===== src/rtl/fifo_pkg.sv =====
// Shared FIFO constants and pointer code conversions, used by both the read-side and
// write-side controllers.
package fifo_pkg;

  localparam int unsigned FIFO_ADDR_W      = 5;
  localparam int unsigned FIFO_SYNC_STAGES = 2;

  // Width-generic: callers zero-extend into 32 bits and truncate the result.
  function automatic logic [31:0] bin2gray(input logic [31:0] b);
    return b ^ (b >> 1);
  endfunction

  function automatic logic [31:0] gray2bin(input logic [31:0] g);
    logic [31:0] b;
    b[31] = g[31];
    for (int i = 30; i >= 0; i--) begin
      b[i] = b[i+1] ^ g[i];
    end
    return b;
  endfunction

endpackage


===== src/rtl/fifo_rd_ctrl_if.sv =====
// Read-side FIFO controller bus: read request and incoming write pointer in, memory
// address, read pointer and status flags out.
interface fifo_rd_ctrl_if
  import fifo_pkg::*;
#(
  parameter int unsigned ADDR_W = FIFO_ADDR_W
);

  logic              rd_en;
  logic [ADDR_W:0]   w_ptr_gray;
  logic [ADDR_W-1:0] r_addr;
  logic [ADDR_W:0]   r_ptr_gray;
  logic              empty;
  logic              almost_empty;
  logic [ADDR_W:0]   rd_count;
  logic              underflow;

  // master: the read client / write-domain side; slave: the controller itself.
  modport master (
    output rd_en, w_ptr_gray,
    input  r_addr, r_ptr_gray, empty, almost_empty, rd_count, underflow
  );

  modport slave (
    input  rd_en, w_ptr_gray,
    output r_addr, r_ptr_gray, empty, almost_empty, rd_count, underflow
  );

endinterface


===== src/rtl/ptr_sync.sv =====
// Multi-flop pointer synchroniser with asynchronous clear; used in both FIFO clock
// domains to bring the opposite gray pointer across.
module ptr_sync #(
  parameter int unsigned WIDTH  = 6,
  parameter int unsigned STAGES = 2
) (
  input  logic             r_clk,
  input  logic             rst_n,
  input  logic [WIDTH-1:0] d,
  output logic [WIDTH-1:0] q
);

  logic [WIDTH-1:0] sync_q [STAGES];

  always_ff @(posedge r_clk or negedge rst_n) begin
    if (!rst_n) begin
      for (int i = 0; i < STAGES; i++) begin
        sync_q[i] <= '0;
      end
    end else begin
      sync_q[0] <= d;
      for (int i = 1; i < STAGES; i++) begin
        sync_q[i] <= sync_q[i-1];
      end
    end
  end

  assign q = sync_q[STAGES-1];

endmodule


===== src/rtl/fifo_rd_ctrl.sv =====
// Async FIFO read-domain controller: synchronises the write pointer, advances the read
// pointer on accepted reads and keeps registered empty / almost_empty / count / underflow.
module fifo_rd_ctrl
  import fifo_pkg::*;
#(
  parameter int unsigned ADDR_W      = FIFO_ADDR_W,
  parameter int unsigned SYNC_STAGES = FIFO_SYNC_STAGES,
  parameter int unsigned AE_THRESH   = 4
) (
  input logic           r_clk,
  input logic           rst_n,
  fifo_rd_ctrl_if.slave bus
);

  localparam int unsigned PtrW = ADDR_W + 1;

  logic [PtrW-1:0] wq;
  logic [PtrW-1:0] wq_bin;
  logic            rd_ok;
  logic [PtrW-1:0] r_bin_d, r_bin_q;
  logic [PtrW-1:0] r_gray_d, r_gray_q;
  logic [PtrW-1:0] count_d, count_q;
  logic            empty_d, empty_q;
  logic            ae_d, ae_q;
  logic            uf_d, uf_q;

  ptr_sync #(
    .WIDTH  (PtrW),
    .STAGES (SYNC_STAGES)
  ) u_wptr_sync (
    .r_clk (r_clk),
    .rst_n (rst_n),
    .d     (bus.w_ptr_gray),
    .q     (wq)
  );

  always_comb begin
    wq_bin   = PtrW'(gray2bin(32'(wq)));
    rd_ok    = bus.rd_en & ~empty_q;
    r_bin_d  = r_bin_q + PtrW'(rd_ok);
    r_gray_d = PtrW'(bin2gray(32'(r_bin_d)));
    // Flags use the post-read pointer so the last-word read empties on the same edge.
    count_d  = wq_bin - r_bin_d;
    empty_d  = (r_gray_d == wq);
    ae_d     = (32'(count_d) <= AE_THRESH);
    uf_d     = bus.rd_en & empty_q;
  end

  always_ff @(posedge r_clk or negedge rst_n) begin
    if (!rst_n) begin
      r_bin_q  <= '0;
      r_gray_q <= '0;
      count_q  <= '0;
      empty_q  <= 1'b1;
      ae_q     <= 1'b1;
      uf_q     <= 1'b0;
    end else begin
      r_bin_q  <= r_bin_d;
      r_gray_q <= r_gray_d;
      count_q  <= count_d;
      empty_q  <= empty_d;
      ae_q     <= ae_d;
      uf_q     <= uf_d;
    end
  end

  assign bus.r_addr       = r_bin_q[ADDR_W-1:0];
  assign bus.r_ptr_gray   = r_gray_q;
  assign bus.empty        = empty_q;
  assign bus.almost_empty = ae_q;
  assign bus.rd_count     = count_q;
  assign bus.underflow    = uf_q;

endmodule


===== src/flat_wrapper.sv =====
// flat-port wrapper written by rule: the top's interface ports become plain ports
module fifo_rd_ctrl_flat import fifo_pkg::*;
#(
  parameter int unsigned ADDR_W      = FIFO_ADDR_W,
  parameter int unsigned SYNC_STAGES = FIFO_SYNC_STAGES,
  parameter int unsigned AE_THRESH   = 4
)
  (r_clk, rst_n, bus_rd_en, bus_w_ptr_gray, bus_r_addr, bus_r_ptr_gray, bus_empty, bus_almost_empty, bus_rd_count, bus_underflow);
  fifo_rd_ctrl_if #(.ADDR_W(ADDR_W)) bus_i ();
  input logic r_clk;
  input logic rst_n;
  input wire logic [$bits(bus_i.rd_en)-1:0] bus_rd_en;
  input wire logic [$bits(bus_i.w_ptr_gray)-1:0] bus_w_ptr_gray;
  output wire logic [$bits(bus_i.r_addr)-1:0] bus_r_addr;
  output wire logic [$bits(bus_i.r_ptr_gray)-1:0] bus_r_ptr_gray;
  output wire logic [$bits(bus_i.empty)-1:0] bus_empty;
  output wire logic [$bits(bus_i.almost_empty)-1:0] bus_almost_empty;
  output wire logic [$bits(bus_i.rd_count)-1:0] bus_rd_count;
  output wire logic [$bits(bus_i.underflow)-1:0] bus_underflow;
  assign bus_i.rd_en = bus_rd_en;
  assign bus_i.w_ptr_gray = bus_w_ptr_gray;
  assign bus_r_addr = bus_i.r_addr;
  assign bus_r_ptr_gray = bus_i.r_ptr_gray;
  assign bus_empty = bus_i.empty;
  assign bus_almost_empty = bus_i.almost_empty;
  assign bus_rd_count = bus_i.rd_count;
  assign bus_underflow = bus_i.underflow;
  fifo_rd_ctrl #(.ADDR_W(ADDR_W), .SYNC_STAGES(SYNC_STAGES), .AE_THRESH(AE_THRESH)) u_core (.r_clk(r_clk), .rst_n(rst_n), .bus(bus_i));
endmodule

===== config.mk =====
export PLATFORM = sky130hd
export DESIGN_NAME = fifo_rd_ctrl_flat
export DESIGN_NICKNAME = d
export VERILOG_FILES = /design/src/rtl/fifo_pkg.sv /design/src/rtl/fifo_rd_ctrl_if.sv /design/src/rtl/ptr_sync.sv /design/src/rtl/fifo_rd_ctrl.sv /design/src/flat_wrapper.sv
export SDC_FILE = /design/constraint.sdc
export NUM_CORES = 1
export LEC_CHECK = 0
export CAP_MARGIN = 10
export CORE_MARGIN = 2
export CORE_UTILIZATION = 40
export DETAILED_ROUTE_END_ITERATION = 8
export GPL_TIMING_DRIVEN = 0
export HOLD_SLACK_MARGIN = 0.12
export PLACE_DENSITY = 0.73
export SLEW_MARGIN = 40
export SYNTH_ARGS = -nofsm -noshare
export SYNTH_HDL_FRONTEND = slang
export SYNTH_HIERARCHICAL = 1
export SYNTH_SLANG_ARGS = --single-unit

===== constraint.sdc =====
create_clock -name r_clk -period 2.8 [get_ports r_clk]
set_input_delay 0.56 -clock r_clk [delete_from_list [all_inputs] [get_ports r_clk]]
set_output_delay 0.56 -clock r_clk [all_outputs]
set_load 0.02 [all_outputs]

; ---- Word level (Yosys, flattened, before mapping)
; Cells that the tools add are included.
[op_classes]
add_sub_neg = 2
n_lt_le_gt_ge = 1
eq_ne = 1
n_bitwise = 9
[ops]
columns = cell, count
row1 = adder 6 x 1 -> 6 bit, 1
row2 = equality test 6 bit, 1
row3 = <= comparator 6 x 3 -> 1 bit (second input constant), 1
row4 = subtractor 6 bit, 1
row5 = bitwise XOR 6 x 5 -> 6 bit, 1
row6 = bitwise XOR 1 bit, 5
row7 = AND 1 bit, 2
row8 = inverter 1 bit, 1
[totals]
reg_bits = 33
inputBits = 9
out_inout_bits = 20

; ---- Logic depth before layout (Yosys ltp)
[depth]
word_depth = 7
depth_mapped = 12
depth_no_buf = 11

; ---- Modules after synthesis
; The synthesis kept the hierarchy.
[modules_own_cells]
columns = mod, instances, cells_each, area_per_inst_um2, seq_area_each_um2
row1 = fifo_rd_ctrl, 1, 100, 1134.8, 503.0
row2 = ptr_sync, 1, 18, 345.3, 300.3

; ---- Worst setup path after synthesis
; OpenSTA, ideal clock, no wires.
[synth_path]
kind = register to register
from = register u_core.u_wptr_sync.sync_q, in the netlist u_core/u_wptr_sync/q[5]
to = register u_core.ae_q, in the netlist u_core/bus.almost_empty
arrival_time_ns = 2.887
required_ns = 2.710
slack_ns = -0.177
stages_incl_launch_ff = 12
synth_period_minus_slack_ns = 2.977
path_cell_list = dfrtp_1 > buf_4 > xnor2_2 > xnor2_2 > xor2_1 > xor2_1 > ha_1 > fa_1 > maj3_1 > o21bai_1 > xor2_1 > nor4_2
[synth_via]
elab_chain_len = 7
[synth_lines]
columns = item, line_no
row1 = start: declaration, ptr_sync.sv:13  ; logic [WIDTH-1:0] sync_q [STAGES];
row2 = start signal: indexed assignment, ptr_sync.sv:23  ; sync_q[i] <= sync_q[i-1];
row3 = bitwise XOR 1 bit *, fifo_pkg.sv:17  ; b[i] = b[i+1] ^ g[i];
row4 = bitwise XOR 1 bit (4 in series), fifo_pkg.sv:17
row5 = subtractor 6 bit *, fifo_rd_ctrl.sv:43  ; count_d = wq_bin - r_bin_d;
row6 = via u_core.count_d[4], fifo_rd_ctrl.sv:22  ; logic [PtrW-1:0] count_d, count_q;
row7 = <= comparator 6 x 3 -> 1 bit *, fifo_rd_ctrl.sv:45  ; ae_d = (32'(count_d) <= AE_THRESH);
row8 = via u_core.ae_d, fifo_rd_ctrl.sv:24  ; logic ae_d, ae_q;
row9 = end signal: assignment, fifo_rd_ctrl.sv:55  ; ae_q <= 1'b1;
row10 = end signal: assignment, fifo_rd_ctrl.sv:62  ; ae_q <= ae_d;
row11 = end: declaration, fifo_rd_ctrl.sv:24
; Mark *: on every way through the listed nets, which the timed path passes. The rest lies on a longest branch.

; ---- Final worst setup path
[layout_path]
from = input port bus_rd_en
to = register u_core.ae_q, in the netlist u_core/bus.almost_empty
[layout_via]
elab_chain_len = 4
[layout_lines]
columns = item, line_no
row1 = start: declaration, flat_wrapper.sv:12  ; input wire logic [$bits(bus_i.rd_en)-1:0] bus_rd_en;
row2 = AND 1 bit, fifo_rd_ctrl.sv:39  ; rd_ok = bus.rd_en & ~empty_q;
row3 = adder 6 x 1 -> 6 bit, fifo_rd_ctrl.sv:40  ; r_bin_d = r_bin_q + PtrW'(rd_ok);
row4 = via u_core.r_bin_d[1], fifo_rd_ctrl.sv:20  ; logic [PtrW-1:0] r_bin_d, r_bin_q;
row5 = subtractor 6 bit, fifo_rd_ctrl.sv:43
row6 = via u_core.count_d[5], fifo_rd_ctrl.sv:22
row7 = <= comparator 6 x 3 -> 1 bit, fifo_rd_ctrl.sv:45
row8 = via u_core.ae_d, fifo_rd_ctrl.sv:24
; The timed path passes the listed nets, and every way through them passes these cells.

==> metrics.txt <==
# TYPE chip_impl_metric gauge
chip_impl_metric{name="ant_nets",unit=""} 0
chip_impl_metric{name="synthDistinctLibCells",unit=""} 31
chip_impl_info{name="hp-class",value="in -> async"} 1
chip_impl_metric{name="post_cts_hold_buffer_count",unit=""} 0
chip_impl_metric{name="die_y",unit="um"} 64.8
chip_impl_metric{name="cts_made_buffers",unit=""} 5
chip_impl_metric{name="core.rowCount",unit=""} 22
chip_impl_metric{name="wl_met3",unit="um"} 133
chip_impl_metric{name="track_usage",unit=""} 0.139
chip_impl_info{name="setup.worst_path.start_class",value="input pin"} 1
chip_impl_info{name="type_of_the_setup_path_with_the_least_slack",value="in -> reg"} 1
chip_impl_metric{name="max-cap-violations",unit=""} 0
chip_impl_metric{name="vdd_drop_max",unit="uV"} 499
chip_impl_metric{name="core_area",unit="um^2"} 3610
chip_impl_metric{name="ioPinCount",unit=""} 29
chip_impl_info{name="synth_top_cells_by_area",value="sky130_fd_sc_hd__dfrtp_1 51%, sky130_fd_sc_hd__xnor2_1 7.1%, sky130_fd_sc_hd__xor2_1 7.1%, sky130_fd_sc_hd__ha_1 5.1%, sky130_fd_sc_hd__dfstp_2 3.6%"} 1
chip_impl_metric{name="drt_first_iter_violations",unit=""} 34
chip_impl_metric{name="routed_met2_length",unit="um"} 1270
chip_impl_metric{name="detail_route.wirelength.met1",unit="um"} 1070
chip_impl_metric{name="wl",unit="um"} 2480
chip_impl_metric{name="timing.critical_path.slowest_cell_delay",unit="ns"} 0.41
chip_impl_metric{name="synth-warning-count",unit=""} 6
chip_impl_metric{name="finish.instance_area",unit="um^2"} 2080
chip_impl_metric{name="grt_overflow_total",unit=""} 0
chip_impl_info{name="status",value="complete, no violations"} 1
chip_impl_metric{name="grt_max_degree",unit=""} 33
chip_impl_info{name="synth.cells.most_frequent",value="30 x sky130_fd_sc_hd__dfrtp_1, 12 x sky130_fd_sc_hd__xnor2_1, 12 x sky130_fd_sc_hd__xor2_1"} 1
chip_impl_metric{name="h_tree_level_count",unit=""} 2
chip_impl_metric{name="finalCoreUtilization",unit=""} 0.576
chip_impl_metric{name="n_antenna_cell",unit=""} 0
chip_impl_metric{name="worst_skew",unit="ns"} 0.00499
chip_impl_metric{name="cellLeakagePower",unit="nW"} 0.915
chip_impl_metric{name="fraction_of_power_spent_switching_nets",unit=""} 0.387
chip_impl_metric{name="number_of_enable_flip_flop_cells_after_synthesis",unit=""} 0
chip_impl_metric{name="first_global_vias",unit=""} 970
chip_impl_metric{name="timing.slew.headroom",unit=""} 0.542
chip_impl_metric{name="critPathBufInv",unit=""} 2
chip_impl_metric{name="async_reset_ff_frac",unit=""} 1.00
chip_impl_metric{name="power.combinational.fraction",unit=""} 0.610
chip_impl_metric{name="share_of_yosys_cell_area_claimed_by_the_top_area_cell_type",unit=""} 0.507
chip_impl_metric{name="number_of_clock_sinks_seen_by_cts",unit=""} 32
chip_impl_info{name="most_common_cell_in_the_netlist",value="sky130_fd_sc_hd__dfrtp_1"} 1
chip_impl_metric{name="pwr-share-seq",unit=""} 0.259
chip_impl_metric{name="areaGrowthSynthToFinish",unit="%"} 40.2
chip_impl_metric{name="detail_route.drc_violations",unit=""} 0
chip_impl_metric{name="seq_area_frac_synth",unit=""} 0.543
chip_impl_metric{name="fin_nets",unit=""} 177
chip_impl_info{name="cts.root.buffer_cell",value="sky130_fd_sc_hd__clkbuf_8"} 1
chip_impl_metric{name="hold_viol_final",unit=""} 0
chip_impl_metric{name="synth-seq-cells",unit=""} 32
chip_impl_info{name="synth_top_flop_cell",value="sky130_fd_sc_hd__dfrtp_1"} 1
chip_impl_metric{name="critical_path.max_fanout",unit=""} 5
chip_impl_metric{name="p_int",unit="W"} 0.00164
chip_impl_metric{name="fill_cells",unit=""} 294
chip_impl_metric{name="dieArea",unit="um^2"} 4200
chip_impl_metric{name="grt_pass1_wl",unit="um"} 4330
chip_impl_metric{name="clk-insertion-delay-late",unit="ns"} 0.27
chip_impl_metric{name="max-clock-path-buffers",unit=""} 2
chip_impl_metric{name="p_switching",unit="W"} 0.00104
chip_impl_metric{name="placed_instance_area",unit="um^2"} 1860
chip_impl_metric{name="synthesis.area_per_instance",unit="um^2"} 12.5
chip_impl_metric{name="fmax",unit="GHz"} 0.373
chip_impl_metric{name="finalMaxSlewViolations",unit=""} 0
chip_impl_metric{name="crit_required",unit="ns"} 2.98
chip_impl_metric{name="syn_nets",unit=""} 134
chip_impl_metric{name="placement.io_buffers",unit=""} 28
chip_impl_metric{name="fraction_of_final_layout_cells_sized_beyond_drive_strength_1",unit=""} 0.247
chip_impl_info{name="timing.critical_path.slowest_stage_cell",value="sky130_fd_sc_hd__clkdlybuf4s50_1"} 1
chip_impl_info{name="cts_tree",value="done"} 1
chip_impl_metric{name="vias",unit=""} 930
chip_impl_info{name="critPathTopFamily",value="adder cells"} 1
chip_impl_metric{name="final_worst_path_period_share",unit=""} 0.957
chip_impl_metric{name="gp_congestion",unit=""} 0.795
chip_impl_metric{name="die_x",unit="um"} 64.8
chip_impl_metric{name="hpwlAfterDp",unit="um"} 1770
chip_impl_info{name="synth_area_leader_cell",value="sky130_fd_sc_hd__dfrtp_1"} 1
chip_impl_metric{name="min_period",unit="ns"} 2.68
chip_impl_metric{name="mappedNetlistArea",unit="um^2"} 1480
chip_impl_metric{name="p_clk_frac",unit=""} 0.131
chip_impl_metric{name="cts.clk_slew.worst_paths",unit="ns"} 0.06
chip_impl_info{name="setup.worst_path.end_class",value="register"} 1
chip_impl_metric{name="drt_pre_antenna_iters",unit=""} 3
chip_impl_metric{name="worst-endpoint-arrival",unit="ns"} 2.86
chip_impl_metric{name="viasPerCell",unit=""} 4.43
chip_impl_metric{name="power-per-cell-area",unit="nW/um^2"} 1290
chip_impl_metric{name="start_util",unit=""} 0.410
chip_impl_info{name="highest-signal-layer",value="met4"} 1
chip_impl_metric{name="max_slew.worst_pin.slew",unit="ns"} 0.687
chip_impl_metric{name="setup-violations-final",unit=""} 0
chip_impl_metric{name="post_synth_inst_count",unit=""} 118
chip_impl_info{name="path_cells",value="clkdlybuf4s50_1 > nor2b_2 > ha_2 > ha_4 > inv_1 > ha_1 > a21oi_1 > maj3_2 > o21ai_2 > xnor2_2 > nor4_2"} 1
chip_impl_metric{name="grt_antenna_before_repair",unit=""} 0
chip_impl_metric{name="routedWlPerCell",unit="um"} 11.8
[cell families after synthesis]
family	after synthesis	synth area share
AOI/OAI and AO/OA	10	0.0448
DFF	32	0.543
muxes	1	0.00676
xor gates and xnor gates	27	0.175
and+or+nand+nor	21	0.0719
buffers and inverters	18	0.0803
adders and majority gates	9	0.0786
[stage by stage]
stage               worst slack (ns)  total power [W]  std cells  hold slack (ns)  TNS (ns)
global placement              -0.393          0.00214        194            0.332    -0.945
CTS                           0.0410          0.00263        207            0.344         0
floorplan                     0.0106          0.00173        118            0.264         0
detailed placement            -0.426          0.00218        194            0.336     -1.02
global route                 -0.0122          0.00288        210            0.350   -0.0122
finish                         0.120          0.00268        210            0.329         0
[repair_timing]
item	CTS	global route
pin swaps	5	10
setup endpoints to repair	3	1
buffers inserted	5	3
hold endpoints to repair	0	0
resized for setup	5	4
[flip-flops by register name, indices dropped and copies added (netlist names)]
| register | count |
|---|---|
| u_core/bus.underflow | 1 |
| u_core/bus.empty | 1 |
| u_core/bus.rd_count | 6 |
| u_core/u_wptr_sync/q | 6 |
| u_core/u_wptr_sync/sync_q | 6 |
| u_core/r_bin_q | 6 |
| u_core/bus.r_ptr_gray | 5 |
| u_core/bus.almost_empty | 1 |
[worst register-to-register path, delay by kind of cell (launching register included)]
family | cells | cell delay [ns]
DFF | 1 | 0.36
adders and majority gates | 3 | 0.89
xor gates and xnor gates | 5 | 0.92
AOI/OAI and AO/OA | 1 | 0.17
buffers and inverters | 1 | 0.15
and+or+nand+nor | 1 | 0.06
[power by group through the flow]
stage / sequential (W) / clock [W] / combinational (W)
4_1_cts: 0.000698 / 0.000363 / 0.00157
2_1_floorplan: 0.000861 / 0 / 0.000867
3_5_place_dp: 0.000700 / 0 / 0.00148
6_report: 0.000693 / 0.000351 / 0.00163
3_3_place_gp: 0.000692 / 0 / 0.00145
5_1_grt: 0.000708 / 0.000392 / 0.00178
[cell type report]
class	instances	area (um^2)	share of cell area
Clock buffer	8	90.1	0.0434
Tap cell	48	60.1	0.0289
Timing Repair Buffer	36	335	0.162
Multi-Input combinational cell	68	668	0.322
Buffer	7	77.6	0.0374
Inverter	11	41.3	0.0199
Sequential cell	32	803	0.387
[cells in the final DEF (no fill, tap or decap), types with 4 or more instances in the layout]
cell                              Yosys  final
sky130_fd_sc_hd__dfrtp_1             30     30
sky130_fd_sc_hd__xnor2_1             12      9
sky130_fd_sc_hd__clkdlybuf4s50_1      0     27
sky130_fd_sc_hd__inv_1               11     11
sky130_fd_sc_hd__buf_4                6     14
sky130_fd_sc_hd__clkbuf_8             0      6
sky130_fd_sc_hd__nor3_1               4      4
sky130_fd_sc_hd__nand2_1              6      6
sky130_fd_sc_hd__xor2_1              12     11
[routing by layer]
metal / vias to the layer above / GRT usage
met5: - / 0
li1: 452 / -
met4: 0 / 0.0559
met2: 25 / 0.226
met1: 451 / 0.163
met3: 2 / 0.0590
[worst paths after layout]
kind                                             to  cells after the start  slack, ns                         start
min in group r_clk          u_core/u_wptr_sync/q[0]                      0       0.35  u_core/u_wptr_sync/sync_q[6]
min                        u_core/bus.r_ptr_gray[1]                      1       0.33                         rst_n
max in group asynchronous   u_core/u_wptr_sync/q[3]                      1       2.03                         rst_n
max                         u_core/bus.almost_empty                     11       0.12                     bus_rd_en
max reg2reg                 u_core/bus.almost_empty                     11       0.18       u_core/u_wptr_sync/q[2]
min reg2reg                 u_core/u_wptr_sync/q[0]                      0       0.35  u_core/u_wptr_sync/sync_q[6]
Power figures use the tool's default switching activity.
==> edit 1: new RTL, same flow settings <==
`FIFO_SYNC_STAGES`: 2 -> 4.
--- a/src/rtl/fifo_pkg.sv
+++ b/src/rtl/fifo_pkg.sv
@@ -5,3 +5,3 @@
   localparam int unsigned FIFO_ADDR_W      = 5;
-  localparam int unsigned FIFO_SYNC_STAGES = 2;
+  localparam int unsigned FIFO_SYNC_STAGES = 4;
 
Formal check against the unedited RTL: not equivalent (Yosys sat finds a counterexample within 4 cycles, from zero or initial values and one cycle with rst_n low).
==> edit 1 against the original RTL <==
- worst setup slack lost 0.040 ns
- combinational power shrank 2%
- wire length rose by 14%
- sequential share of layout area up 8.3 points
- critical endpoint unchanged
- largest cell class unchanged
- final area up 13%
- total power is 7.3% higher
- sequential cell count grew 12
- fmax is 1.5% lower
- synthesized area increased by 20%
- sequential power grew 27%
- clock skew is 0.0062 ns higher
- synthesized cell count increased by 10%
==> edit 1: results (changes against the original RTL) <==
* Root Driver: clkbuf_8
* First DRT Iteration DRCs at 68 (+100%)
* Post-synth cell types at 31 (unchanged)
* Synth Area in Adders at 6.54% (-1.3 points)
* Max VDD drop at 613 uV (+23%)
* Status: complete, no violations
* Drt via density at 4.69 (+5.8%)
* Critical Path Fanout Max at 5 (unchanged)
* Met3 usage at 4.70% (-1.2 points)
* Vias in the first global route at 1052 (+8.5%)
* Met2 Usage GRT at 19.6% (-2.9 points)
* Biggest register: u_core/u_wptr_sync/sync_q
* GRT met1 Usage at 16.3% (about the same)
* PortBufs at 28 (unchanged)
* GRT Util Overall at 13.0% (-0.89 points)
* Post-synth net total at 146 (+9.0%)
* Placer Congestion at 0.786 (-1.2%)
* Max reg flops at 18
* Worst slack, placed at -0.449 ns (-0.0229 ns)
* Post-synth top cells: dfrtp_1 (42), xnor2_1 (12), xor2_1 (12)
* Rel. slew slack at 64.7% (+11 points)
* Clk buf depth at 2 (unchanged)
* Multiplexer share of the synthesized area at 0.562% (-0.11 points)
* Ys Warns at 6 (unchanged)
* LEAKAGE at 1.04 nW (+13%)
* Post-DP HPWL at 1.87 mm (+5.5%)
* 1st-pass router iterations at 4 (+1)
* Largest net degree at the start of global routing at 45 (+36%)
* Worst Skew at 0.0112 ns (+0.00622 ns)
* H-Tree Depth at 2 (unchanged)
* First-pass GRT wire length at 4.88 mm (+13%)
* Final net count at 187 (+5.6%)
* XOR/XNOR Fraction of Synth Area at 14.5% (-3.0 points)
* Gr busiest metal: met2
* Total wire length at 2.82 mm (+14%)
* Later-pin clock latency in the skew report at 0.30 ns (+0.03 ns)
* Synth async-reset ratio at 100% (unchanged)
* Synth area leaders: dfrtp_1 (59%), xnor2_1 (5.9%), xor2_1 (5.9%)
* CP arrival at 2.93 ns (+0.07 ns)
* Register area share after synthesis at 62.0% (+7.7 points)
* Switch Pwr at 1.11 mW (+7.1%)
* TritonCTS Buffers at 5 (unchanged)
* Worst-path clk slew at 0.09 ns (+0.03 ns)
* Ant diodes at 0 (unchanged)
* Share of cells above drive strength 1 at 23.3% (-1.4 points)
* Compound-Gate Fraction of Synth Area at 3.72% (-0.76 points)
==> edit 1: cell types whose count changed after synthesis <==
| cell | change |
|---|---|
| dfrtp_1 | +12 |
==> edit 1: power groups by stage <==
stage | Clock (mW) | Combinational (mW) | Sequential [mW]
6_report | 0.402 | 1.59 | 0.881
5_1_grt | 0.463 | 1.74 | 0.899
4_1_cts | 0.420 | 1.56 | 0.879
3_5_place_dp | 0 | 1.48 | 0.889
3_3_place_gp | 0 | 1.46 | 0.879
2_1_floorplan | 0 | 0.869 | 1.05
==> edit 1: final timing paths <==
path | startpoint | end | slack (ns) | depth (start not counted)
worst max-delay path | bus_rd_en | u_core/bus.almost_empty | 0.08 | 10
worst min-delay path | rst_n | u_core/r_bin_q[3] | 0.23 | 1
worst max register to register | u_core/u_wptr_sync/q[4] | u_core/bus.almost_empty | 0.10 | 12
worst min register to register | u_core/u_wptr_sync/sync_q[10] | u_core/u_wptr_sync/q[4] | 0.35 | 0
max in group asynchronous | rst_n | u_core/u_wptr_sync/q[3] | 2.17 | 1
min in group r_clk | u_core/u_wptr_sync/sync_q[10] | u_core/u_wptr_sync/q[4] | 0.35 | 0
==> edit 1: layer usage <==
metal  up-vias  share of wire [%]
met5         -                  0
met4         0                2.5
met3         7                6.1
met2        34                 48
met1       522                 43
li1        487                  -
==> edit 1: area by class of cell <==
cell class	instances	area (sq um)
fill	368	1970
sequential	44	1110
multi-input combinational	68	647
timing repair buffer	36	338
clock buffer	5	68.8
tap	52	65.1
buffer	5	62.6
inverter	11	41.3
clock inverter	3	25.0
==> edit 1: what timing repair did <==
item | in CTS | in global routing
pin swaps | 4 | 11
endpoints found under the hold margin | 0 | 0
endpoints found under the setup margin | 3 | 1
hold buffers | 0 | 0
setup buffers | 5 | 3
resized for setup | 4 | 4
==> edit 1: critical path, stage by stage <==
cell	delay, ns
clkdlybuf4s50_1	0.47
nor2b_1	0.15
ha_2	0.32
ha_2	0.22
fa_2	0.40
buf_4	0.16
o211ai_1	0.18
o21a_1	0.15
a21oi_1	0.06
nor4_2	0.25
==> edit 1: cell families after synthesis <==
group | Yosys count
xor+xnor | 27
mux | 1
buf+inv | 18
simple gates | 21
flops | 44
fa+ha+maj | 9
compound gates | 10
==> edit 1: metrics by stage <==
| step | area, sq um | instances | util, % | setup TNS [ns] | power, mW |
|---|---|---|---|---|---|
| 5_1_grt | 2350 | 224 | 54.4 | -0.0000964 | 3.10 |
| 4_1_cts | 2330 | 223 | 53.9 | 0 | 2.86 |
| 2_1_floorplan | 1820 | 130 | - | 0 | 1.92 |
| 6_report | 2350 | 224 | 54.4 | 0 | 2.87 |
| 3_3_place_gp | 2170 | 210 | 50.2 | -1.08 | 2.34 |
| 3_5_place_dp | 2170 | 210 | 50.1 | -1.18 | 2.37 |
==> edit 2: new RTL, same settings <==
Without the edit above. Reset style: synchronous (`rst_n`), changed in 2 clocked blocks. Comments in the files are not updated.
--- a/src/rtl/ptr_sync.sv
+++ b/src/rtl/ptr_sync.sv
@@ -14,3 +14,3 @@
 
-  always_ff @(posedge r_clk or negedge rst_n) begin
+  always_ff @(posedge r_clk) begin
     if (!rst_n) begin
--- a/src/rtl/fifo_rd_ctrl.sv
+++ b/src/rtl/fifo_rd_ctrl.sv
@@ -48,3 +48,3 @@
 
-  always_ff @(posedge r_clk or negedge rst_n) begin
+  always_ff @(posedge r_clk) begin
     if (!rst_n) begin
Check against the original RTL: differs if rst_n is asserted again (counterexample within 4 cycles, from zero or initial values and one cycle with rst_n low); with rst_n held inactive, the same outputs for 10 cycles.
==> edit 2 against the original RTL <==
- non-clock buffer count grew 6
- critical endpoint is now u_core/bus.almost_empty
- global-route usage grew 0.35 points
- sequential cell count is the same
- worst setup slack lost 0.21 ns
- wire length grew 29%
- count of clock-buffer cells in the layout shrank 1
- synthesized cell count grew 38%
- final area grew 14%
- the flow now finishes with violations (setup timing)
- synthesized area grew 15%
Power is not compared: it rests on default switching activity, and its combinational part moved more than twofold at a synthesized area within 25%.
==> edit 2: results (changes against the original RTL) <==
* Register area share after synthesis at 37.5% (-17 points)
* Total wire length at 3.19 mm (+29%)
* Setup ws final at -0.0876 ns (-0.208 ns)
* Final net count at 222 (+25%)
* Placer Congestion at 0.774 (-2.7%)
* CP peak stage delay at 0.54 ns (+0.13 ns)
* Setup violations, final at 2 (+2)
* Layout clock area frac at 5.32% (+0.98 points)
* Post-CTS setup buffer count at 9 (+4)
* Post-DP HPWL at 1.97 mm (+12%)
* Post-synth net total at 179 (+34%)
* Post-synth cell types at 42 (+35%)
* Share of cells above drive strength 1 at 31.9% (+7.2 points)
* Largest net degree at the start of global routing at 11 (-67%)
* Failing checks: setup timing
* R2R cell count at 10 (-1)
* CP arrival at 3.07 ns (+0.21 ns)
* Status: finished with violations
* Synth Area in Adders at 5.57% (-2.3 points)
* CP max stage cell: fa_2
* Crit path max-delay family: XOR/XNOR gates
* GRT Util Overall at 14.3% (+0.35 points)
* Primary FF master, synth: dfxtp_1
* Setup tns final at -0.120 ns (-0.120 ns)
* Worst Path Class, Setup: flop to flop
* Worst Skew at 0.00428 ns (-0.000703 ns)
* Core region area at 4060 sq um (+13%)
[edit 2: per-layer routing]
metal	track usage [%]	share of wire (%)	vias up	routed length, microns
li1	-	-	613	-
met1	16.7	43	534	1380
met2	24.1	51	24	1630
met3	4.36	3.6	6	114
met4	6.10	1.9	0	61
met5	0	0	-	0
[edit 2: stage by stage]
stage / instances / worst slack [ns] / hold slack [ns] / total power [mW]
floorplan: 163 / -0.154 / 0.412 / 0.760
global placement: 241 / -0.924 / 0.415 / 0.859
detailed placement: 241 / -0.939 / 0.417 / 0.861
CTS: 256 / -0.120 / 0.433 / 1.38
global route: 257 / -0.208 / 0.455 / 1.47
finish: 257 / -0.0876 / 0.432 / 1.39
[edit 2: power breakdown]
part	leakage [nW]	internal (mW)	switching (mW)
Clock	0.0645	0.314	0.168
Combinational	0.599	0.221	0.182
Sequential	0.264	0.492	0.0140
